`src/rtl/cmp_pkg.sv`:
```
// ---------------------------------------------------------------------------
// | Package : cmp_pkg                                                       |
// | Shared types for the serial magnitude comparator.                       |
// | Revision: 1.0 - initial release                                         |
// ---------------------------------------------------------------------------
`default_nettype none

package cmp_pkg;

  typedef enum logic [1:0] {
    IDLE = 2'd0,
    RUN  = 2'd1,
    DONE = 2'd2
  } state_t;

endpackage

`default_nettype wire

```
`src/rtl/twobit_compare_slice.sv`:
```
// ---------------------------------------------------------------------------
// | Module  : twobit_compare_slice                                          |
// | Combinational 2-bit unsigned compare producing gt and eq.               |
// | Revision: 1.0 - initial release                                         |
// ---------------------------------------------------------------------------
`default_nettype none

module twobit_compare_slice (
  input  logic [1:0] a,
  input  logic [1:0] b,
  output logic       gt,
  output logic       eq
);

  assign gt = (a > b);
  assign eq = (a == b);

endmodule

`default_nettype wire

```
`src/rtl/serial_greater_than.sv`:
```
// ---------------------------------------------------------------------------
// | Module  : serial_greater_than                                           |
// | Multi-cycle W-bit unsigned comparator, two bits per clock, MSB first.   |
// | Option  : SERIAL_GT_EARLY_EXIT_EN - finish at the first differing slice |
// | Revision: 1.0 - initial release                                         |
// ---------------------------------------------------------------------------
`default_nettype none

module serial_greater_than
  import cmp_pkg::*;
#(
  parameter int W = 8
) (
  input  logic         clk,
  input  logic         reset,
  input  logic         start,
  input  logic [W-1:0] a,
  input  logic [W-1:0] b,
  output logic         ready,
  output logic         done,
  output logic         agtb,
  output logic         aeqb
);

  localparam int NS = W / 2;
  localparam int IW = (NS > 1) ? $clog2(NS) : 1;
  localparam logic [IW-1:0] c_last_idx = IW'(NS - 1);

  if ((W < 2) || ((W % 2) != 0)) begin : g_bad_width
    $fatal(1, "serial_greater_than: W must be even and >= 2");
  end

  state_t        r_state;
  state_t        w_next;
  logic [W-1:0]  r_a;
  logic [W-1:0]  r_b;
  logic [IW-1:0] r_idx;
  logic          r_decided;
  logic          r_gt_flag;
  logic          r_agtb;
  logic          r_aeqb;

  logic [1:0]    w_sa;
  logic [1:0]    w_sb;
  logic          w_gt;
  logic          w_eq;
  logic          w_dec_final;
  logic          w_gt_final;

  // Current slice is selected by shifting it down to bit 0.
  assign w_sa = 2'(r_a >> {r_idx, 1'b0});
  assign w_sb = 2'(r_b >> {r_idx, 1'b0});

  twobit_compare_slice u_slice (
    .a  (w_sa),
    .b  (w_sb),
    .gt (w_gt),
    .eq (w_eq)
  );

  // Decision including the slice examined this cycle; first difference wins.
  assign w_dec_final = r_decided | ~w_eq;
  assign w_gt_final  = r_decided ? r_gt_flag : w_gt;

  always_ff @(posedge clk) begin
    if (reset) r_state <= IDLE;
    else       r_state <= w_next;
  end

  always_comb begin
    w_next = r_state;
    case (r_state)
      IDLE: if (start) w_next = RUN;
      RUN: begin
`ifdef SERIAL_GT_EARLY_EXIT_EN
        if (!w_eq || (r_idx == '0)) w_next = DONE;
`else
        if (r_idx == '0) w_next = DONE;
`endif
      end
      DONE:    w_next = IDLE;
      default: w_next = IDLE;
    endcase
  end

  always_comb begin
    ready = (r_state == IDLE);
    done  = (r_state == DONE);
  end

  always_ff @(posedge clk) begin
    if (reset) begin
      r_a       <= '0;
      r_b       <= '0;
      r_idx     <= c_last_idx;
      r_decided <= 1'b0;
      r_gt_flag <= 1'b0;
      r_agtb    <= 1'b0;
      r_aeqb    <= 1'b0;
    end else begin
      case (r_state)
        IDLE: begin
          if (start) begin
            r_a       <= a;
            r_b       <= b;
            r_idx     <= c_last_idx;
            r_decided <= 1'b0;
            r_gt_flag <= 1'b0;
          end
        end
        RUN: begin
          r_decided <= w_dec_final;
          r_gt_flag <= w_gt_final;
          if (r_idx != '0) r_idx <= r_idx - 1'b1;
          if (w_next == DONE) begin
            r_agtb <= w_gt_final;
            r_aeqb <= ~w_dec_final;
          end
        end
        default: ;
      endcase
    end
  end

  assign agtb = r_agtb;
  assign aeqb = r_aeqb;

endmodule

`default_nettype wire

```
`config.mk`:
```
export PLATFORM = sky130hd
export DESIGN_NAME = serial_greater_than
export DESIGN_NICKNAME = d
export VERILOG_FILES = /design/src/rtl/cmp_pkg.sv /design/src/rtl/twobit_compare_slice.sv /design/src/rtl/serial_greater_than.sv
export SDC_FILE = /design/constraint.sdc
export NUM_CORES = 1
export LEC_CHECK = 0
export ABC_AREA = 1
export CORE_UTILIZATION = 50
export CTS_BUF_LIST = sky130_fd_sc_hd__clkbuf_8
export CTS_CLUSTER_DIAMETER = 200
export DETAILED_ROUTE_END_ITERATION = 12
export DONT_BUFFER_PORTS = 1
export PLACE_DENSITY = 0.65
export SLEW_MARGIN = 20
export SYNTH_ARGS = -nofsm -noshare
export SYNTH_HDL_FRONTEND = slang
export SYNTH_HIERARCHICAL = 1
export SYNTH_SLANG_ARGS = --single-unit
```
`constraint.sdc`:
```
create_clock -name clk -period 1.5 [get_ports clk]
set_input_delay 0.075 -clock clk [delete_from_list [all_inputs] [get_ports clk]]
set_output_delay 0.075 -clock clk [all_outputs]
set_load 0.03 [all_outputs]
```
; Word level (Yosys, flattened, before mapping)
; Cells that the tools add are included.
[word_totals]
register_bits = 24
input_bits = 19
out_inout_bits = 4
[op_classes]
add_sub_neg = 1
order_cmp = 1
eq_ne = 6
shift = 2
muxes = 10
bitwise_logic = 3
reduce_logical = 8
[ops]
columns = cell, n
row1 = 8-bit by 3-bit right shift with 2-bit output, 2
row2 = 2-bit 2-to-1 mux, 4
row3 = 2-bit one-hot mux with 2 select lines, 2
row4 = 2-bit AND reduction, 3
row5 = "2-bit equality test, second input constant", 2
row6 = 2-bit zero test, 2
row7 = "2-bit != test, second input constant", 2
row8 = 1-bit one-hot mux with 2 select lines, 2
row9 = 2-bit nonzero test, 2
row10 = 3-bit AND reduction, 1
row11 = "2-bit by 1-bit equality test with 1-bit output, second input constant", 1
row12 = 2-bit equality test, 1
row13 = 2-bit > comparator, 1
row14 = 1-bit 2-to-1 mux, 2
row15 = 1-bit NOT, 2
row16 = "2-bit by 1-bit subtractor with 2-bit output, second input constant", 1
row17 = 1-bit OR, 1

; Depth between registers and ports, before layout
[depth]
word_depth = 5
ltp_mapped = 14
ltp_nobuf = 13

; Cells and area by module
; Netlist, hierarchy kept.
[by_module_without_submodules]
columns = mod, instances, cells_each, area_per_inst_um2, seq_area_each_um2
row1 = serial_greater_than, 1, 143, 1044.8, 480.5
row2 = twobit_compare_slice, 1, 10, 60.1, 0.0

; Worst setup path before layout
; Ideal clock, no wire load.
[synth_path]
kind = register -> register
start = register r_idx[0]
end = register r_agtb (netlist: agtb)
setup_time_ps = 70
t_arrival_ps = 1624
required_time_ps = 1430
setup_slack_ps = -194
stages_incl_launch_ff = 13
path_buffers = 1
cell_sequence = dfxtp_1 -> buf_2 -> clkinv_1 -> o21ai_0 -> o21ai_0 -> ha_1 -> nand2_1 -> inv_2 -> a21oi_2 -> nand2_1 -> nand2_1 -> nand2_1 -> a21oi_1
[synth_between]
word_cells_on_any_way = 9
[synth_rtl]
columns = element, line_no
row1 = "start, declared", serial_greater_than.sv:37  ; logic [IW-1:0] r_idx;
row2 = "start signal, assigned", serial_greater_than.sv:95  ; r_idx <= c_last_idx;
row3 = "start signal, assigned", serial_greater_than.sv:106  ; r_idx <= c_last_idx;
row4 = "start signal, assigned", serial_greater_than.sv:114  ; if (r_idx != '0) r_idx <= r_idx - 1'b1;
row5 = 8-bit by 3-bit right shift with 2-bit output, serial_greater_than.sv:51  ; assign w_sa = 2'(r_a >> {r_idx, 1'b0});
row6 = named net w_sa[1], serial_greater_than.sv:43  ; logic [1:0] w_sa;
row7 = 2-bit > comparator, twobit_compare_slice.sv:15  ; assign gt = (a > b);
row8 = named net w_gt, serial_greater_than.sv:45  ; logic w_gt;
row9 = 1-bit 2-to-1 mux, serial_greater_than.sv:63  ; assign w_gt_final = r_decided ? r_gt_flag : w_gt;
row10 = "end signal, assigned", serial_greater_than.sv:116  ; r_agtb <= w_gt_final;
row11 = "end, declared", serial_greater_than.sv:40  ; logic r_agtb;
; The timed path passes the listed nets, and every way through them passes these cells.
; A chain may end at the register's enable or synchronous reset.

; Worst setup path in the final report
[layout_path]
start = register r_idx[0]
end = register r_decided
[layout_between]
elab_chain_len = 5
word_cells_on_any_way = 6
[layout_lines]
columns = element, line_no
row1 = 8-bit by 3-bit right shift with 2-bit output, serial_greater_than.sv:51
row2 = named net w_sa[0], serial_greater_than.sv:43
row3 = 2-bit equality test, twobit_compare_slice.sv:16  ; assign eq = (a == b);
row4 = named net w_eq, serial_greater_than.sv:46  ; logic w_eq;
row5 = 1-bit NOT, serial_greater_than.sv:62  ; assign w_dec_final = r_decided | ~w_eq;
row6 = 1-bit OR, serial_greater_than.sv:62
row7 = 1-bit one-hot mux with 2 select lines, serial_greater_than.sv:101  ; case (r_state)
row8 = "end signal, assigned", serial_greater_than.sv:112  ; r_decided <= w_dec_final;
row9 = "end, declared", serial_greater_than.sv:38  ; logic r_decided;
; The timed path passes the listed nets, and every way through them passes these cells.

==> impl_metrics.py <==
metrics = {
    "setup_path": {
        "worst-path-max-fanout": 8,
        "critPathSlowestCell": "dfxtp_2",
        "max_stage_delay_ns": 0.36,
        "cp.arrival_ns": 1.97,
        "cp-start-kind": "register",
        "reg2regPathDepth": 14,
        "required_ns": 1.70,
        "worstSetupPathType": "register to register",
        "setup.worst_path.end_class": "register",
        "path_cells": "buf_12 -> nor2_4 -> nor2_2 -> o21ai_1 -> o21ai_1 -> inv_1 -> ha_1 -> nand2_1 -> inv_2 -> buf_4 -> buf_6 -> nand2_2 -> nand2_2 -> a21oi_2",
    },
    "routing": {
        "wl_um": 2560,
        "wl_met2_um": 1300,
        "wl_met1_um": 1180,
        "vias": 1062,
        "dr.pass1.iters": 4,
        "top_layer": "met3",
        "via_per_inst": 5.21,
        "ant_nets": 0,
        "first_iter_violations": 18,
        "drc": 0,
        "wl_per_cell_um": 12.5,
        "wl_met3_um": 78,
    },
    "min_path": {
        "hold_class": "input port to register",
        "min_path_cells": 1,
    },
    "global_route": {
        "grt_overflow_total": 0,
        "grt_pass1_vias": 960,
        "grt_max_degree": 20,
        "grt_usage_pct": 21.8,
        "antenna_found_initial": 0,
        "grt_pass1_wl_um": 4060,
    },
    "timing": {
        "fmax_mhz": 563,
        "setup-violations-final": 4,
        "rsz0062_at_grt": "yes",
        "report.final.slew_viol_count": 0,
        "holdWs_ns": -0.132,
        "fin_worst_skew_ns": 0.00584,
        "finalCriticalPeriod_ns": 1.77,
        "fin_ws_ns": -0.275,
        "worst_pin_slew_ns": 0.317,
        "hold_violations": 5,
        "relSlewSlack_pct": 78.8,
        "min_period_over_period_pct": 118,
        "tns_ns": -0.868,
    },
    "synthesis": {
        "synth-simple-area-share_pct": 28.8,
        "seq_area_frac_synth_pct": 43.5,
        "synth_cell_type_count": 21,
        "synth_warnings": 6,
        "yosysTopAreaCellShare_pct": 43.5,
        "synth_compound_area_share_pct": 16.2,
        "synthXorXnorAreaFrac_pct": 0,
        "synth_most_common_cell": "nor2_1",
        "async_flop_share_pct": 0,
        "synth_edf_count": 0,
        "yosysTopAreaCell": "dfxtp_1",
        "netlist_top_cells_area": "dfxtp_1, nor2_1, o21ai_0",
        "muxShareOfSynthArea_pct": 0,
        "ys_top_cells_by_count": "nor2_1, o21ai_0, dfxtp_1, nand2_1, nand3_1",
        "synth_top_family_by_area": "simple AND/OR/NAND/NOR gates",
        "synth_fa_ha_area_share_pct": 3.40,
        "netlist_area_sq_um": 1100,
        "synthFlopType": "dfxtp_1",
        "ys_seq_elements": 24,
        "syn_inst": 153,
        "syn_nets": 175,
        "synth_area_per_cell_sq_um": 7.22,
    },
    "clock_tree": {
        "holdBufCountCts": 14,
        "cts_buffers": 3,
        "clockBufferDepth": 2,
        "clk_latency_ns": 0.26,
        "cts.root.buffer_cell": "clkbuf_8",
        "cts.clk_slew.worst_paths_ns": 0.08,
        "cts_sinks": 24,
        "htreeDepth": 1,
        "cts_tree": "built",
    },
    "pwr": {
        "clkPwrFrac_pct": 24.1,
        "p_leak_nw": 0.613,
        "pwr-share-seq_pct": 48.0,
        "pwr-share-comb_pct": 27.9,
        "switchingPower_mw": 0.449,
        "p_total_mw": 1.52,
        "p_int_mw": 1.07,
        "switching_share_pct": 29.5,
        "p_per_area_nw_per_um2": 1070,
        "irDropWorstVdd_mv": 1.01,
    },
    "floorplan": {
        "dieArea_sq_um": 2400,
        "ios": 23,
        "fp-row-count": 16,
        "die_x_um": 49.0,
        "die_height_um": 49.0,
        "fp.coreArea_sq_um": 2020,
        "start_util_pct": 54.6,
    },
    "status": {
        "violations": "hold timing, setup timing",
        "status": "finished, violations left",
    },
    "placed_design": {
        "place.gp.congestion": 0.809,
        "dpl.cell_count": 182,
        "hpwlAfterDp_um": 1610,
        "portBuffers": 0,
    },
    "cells_and_area": {
        "area_growth_syn_to_layout_pct": 29.1,
        "fill_cells": 184,
        "layout.cells.non_filler": 204,
        "diodes": 0,
        "nets": 201,
        "drive_gt1_share_pct": 18.6,
    },
    "job": {
        "max-cap-violations": 0,
    },
}
==> cell type report <==
cell class / instances / area, sq um / share of cell area, %
Inverter: 12 / 63.8 / 4.47
Tap cell: 27 / 33.8 / 2.37
Clock buffer: 3 / 41.3 / 2.89
Multi-Input combinational cell: 113 / 569 / 39.9
Timing Repair inverter: 1 / 3.75 / 0.263
Timing Repair Buffer: 24 / 231 / 16.2
Sequential cell: 24 / 483 / 33.9
==> critical path: cells and delay by family, from the launching register on <==
family,cells,cell delay [ns]
flops,1,0.36
simple gates,5,0.34
compound gates,3,0.27
fa+ha+maj,1,0.27
buf+inv,5,0.48
==> power by group through the flow <==
| stage | registers (mW) | logic (mW) | clock network [mW] |
|---|---|---|---|
| finish | 0.731 | 0.425 | 0.367 |
| detailed placement | 0.740 | 0.306 | 0 |
| CTS | 0.728 | 0.368 | 0.379 |
| global placement | 0.740 | 0.297 | 0 |
| floorplan | 0.729 | 0.258 | 0 |
| global route | 0.735 | 0.480 | 0.399 |
==> routing by layer <==
metal	up-vias	GRT usage [%]
li1	546	-
met1	491	26.7
met4	0	2.94
met2	25	38.9
met5	-	0
met3	0	5.61
==> registers in the layout, summed over array words and instances, names as in the netlist <==
signal	flops
r_idx	2
r_gt_flag	1
agtb	1
r_b	8
r_decided	1
aeqb	1
r_a	8
r_state	2
==> timing repair <==
action / in CTS / in global routing
gates resized for setup: 5 / 8
pin swaps: 2 / 7
gates cloned: 1 / 0
setup endpoints to repair: 4 / 6
endpoints found under the hold margin: 19 / 5
buffers inserted: 2 / 2
==> final timing paths <==
kind                  start        end  slack (ns)
setup / recovery   r_idx[0]  r_decided       -0.27
hold reg to reg   r_gt_flag  r_gt_flag        0.48
setup reg to reg   r_idx[0]  r_decided       -0.27
hold / removal        reset  r_decided       -0.13
==> cells by family after synthesis <==
logic type,count (synthesis)
and+or+nand+nor,75
AOI/OAI and AO/OA,35
DFF,24
buffers and inverters,16
adders and majority gates,3
==> stage by stage <==
| step | setup WS [ns] | instance area (sq um) | util, % |
|---|---|---|---|
| final | -0.275 | 1430 | 70.5 |
| after global routing | -0.380 | 1430 | 70.5 |
| after CTS | -0.169 | 1380 | 68.1 |
| after detailed placement | -0.167 | 1160 | 57.5 |
| after global placement | -0.160 | 1160 | 57.5 |
| after floorplan | -0.00410 | 1120 | - |
==> layout by cell type, fill, tap and decap left out, drive strengths merged <==
master,Yosys,layout
nand3b,1,1
clkbuf,1,3
inv,10,10
nor2,49,49
nand2,17,17
o21ai,29,29
clkinv,2,3
a21oi,6,6
dfxtp,24,24
dlygate4sd3,0,14
buf,3,10
ha,3,3
nand3,8,8
Power figures use the tool's default switching activity.
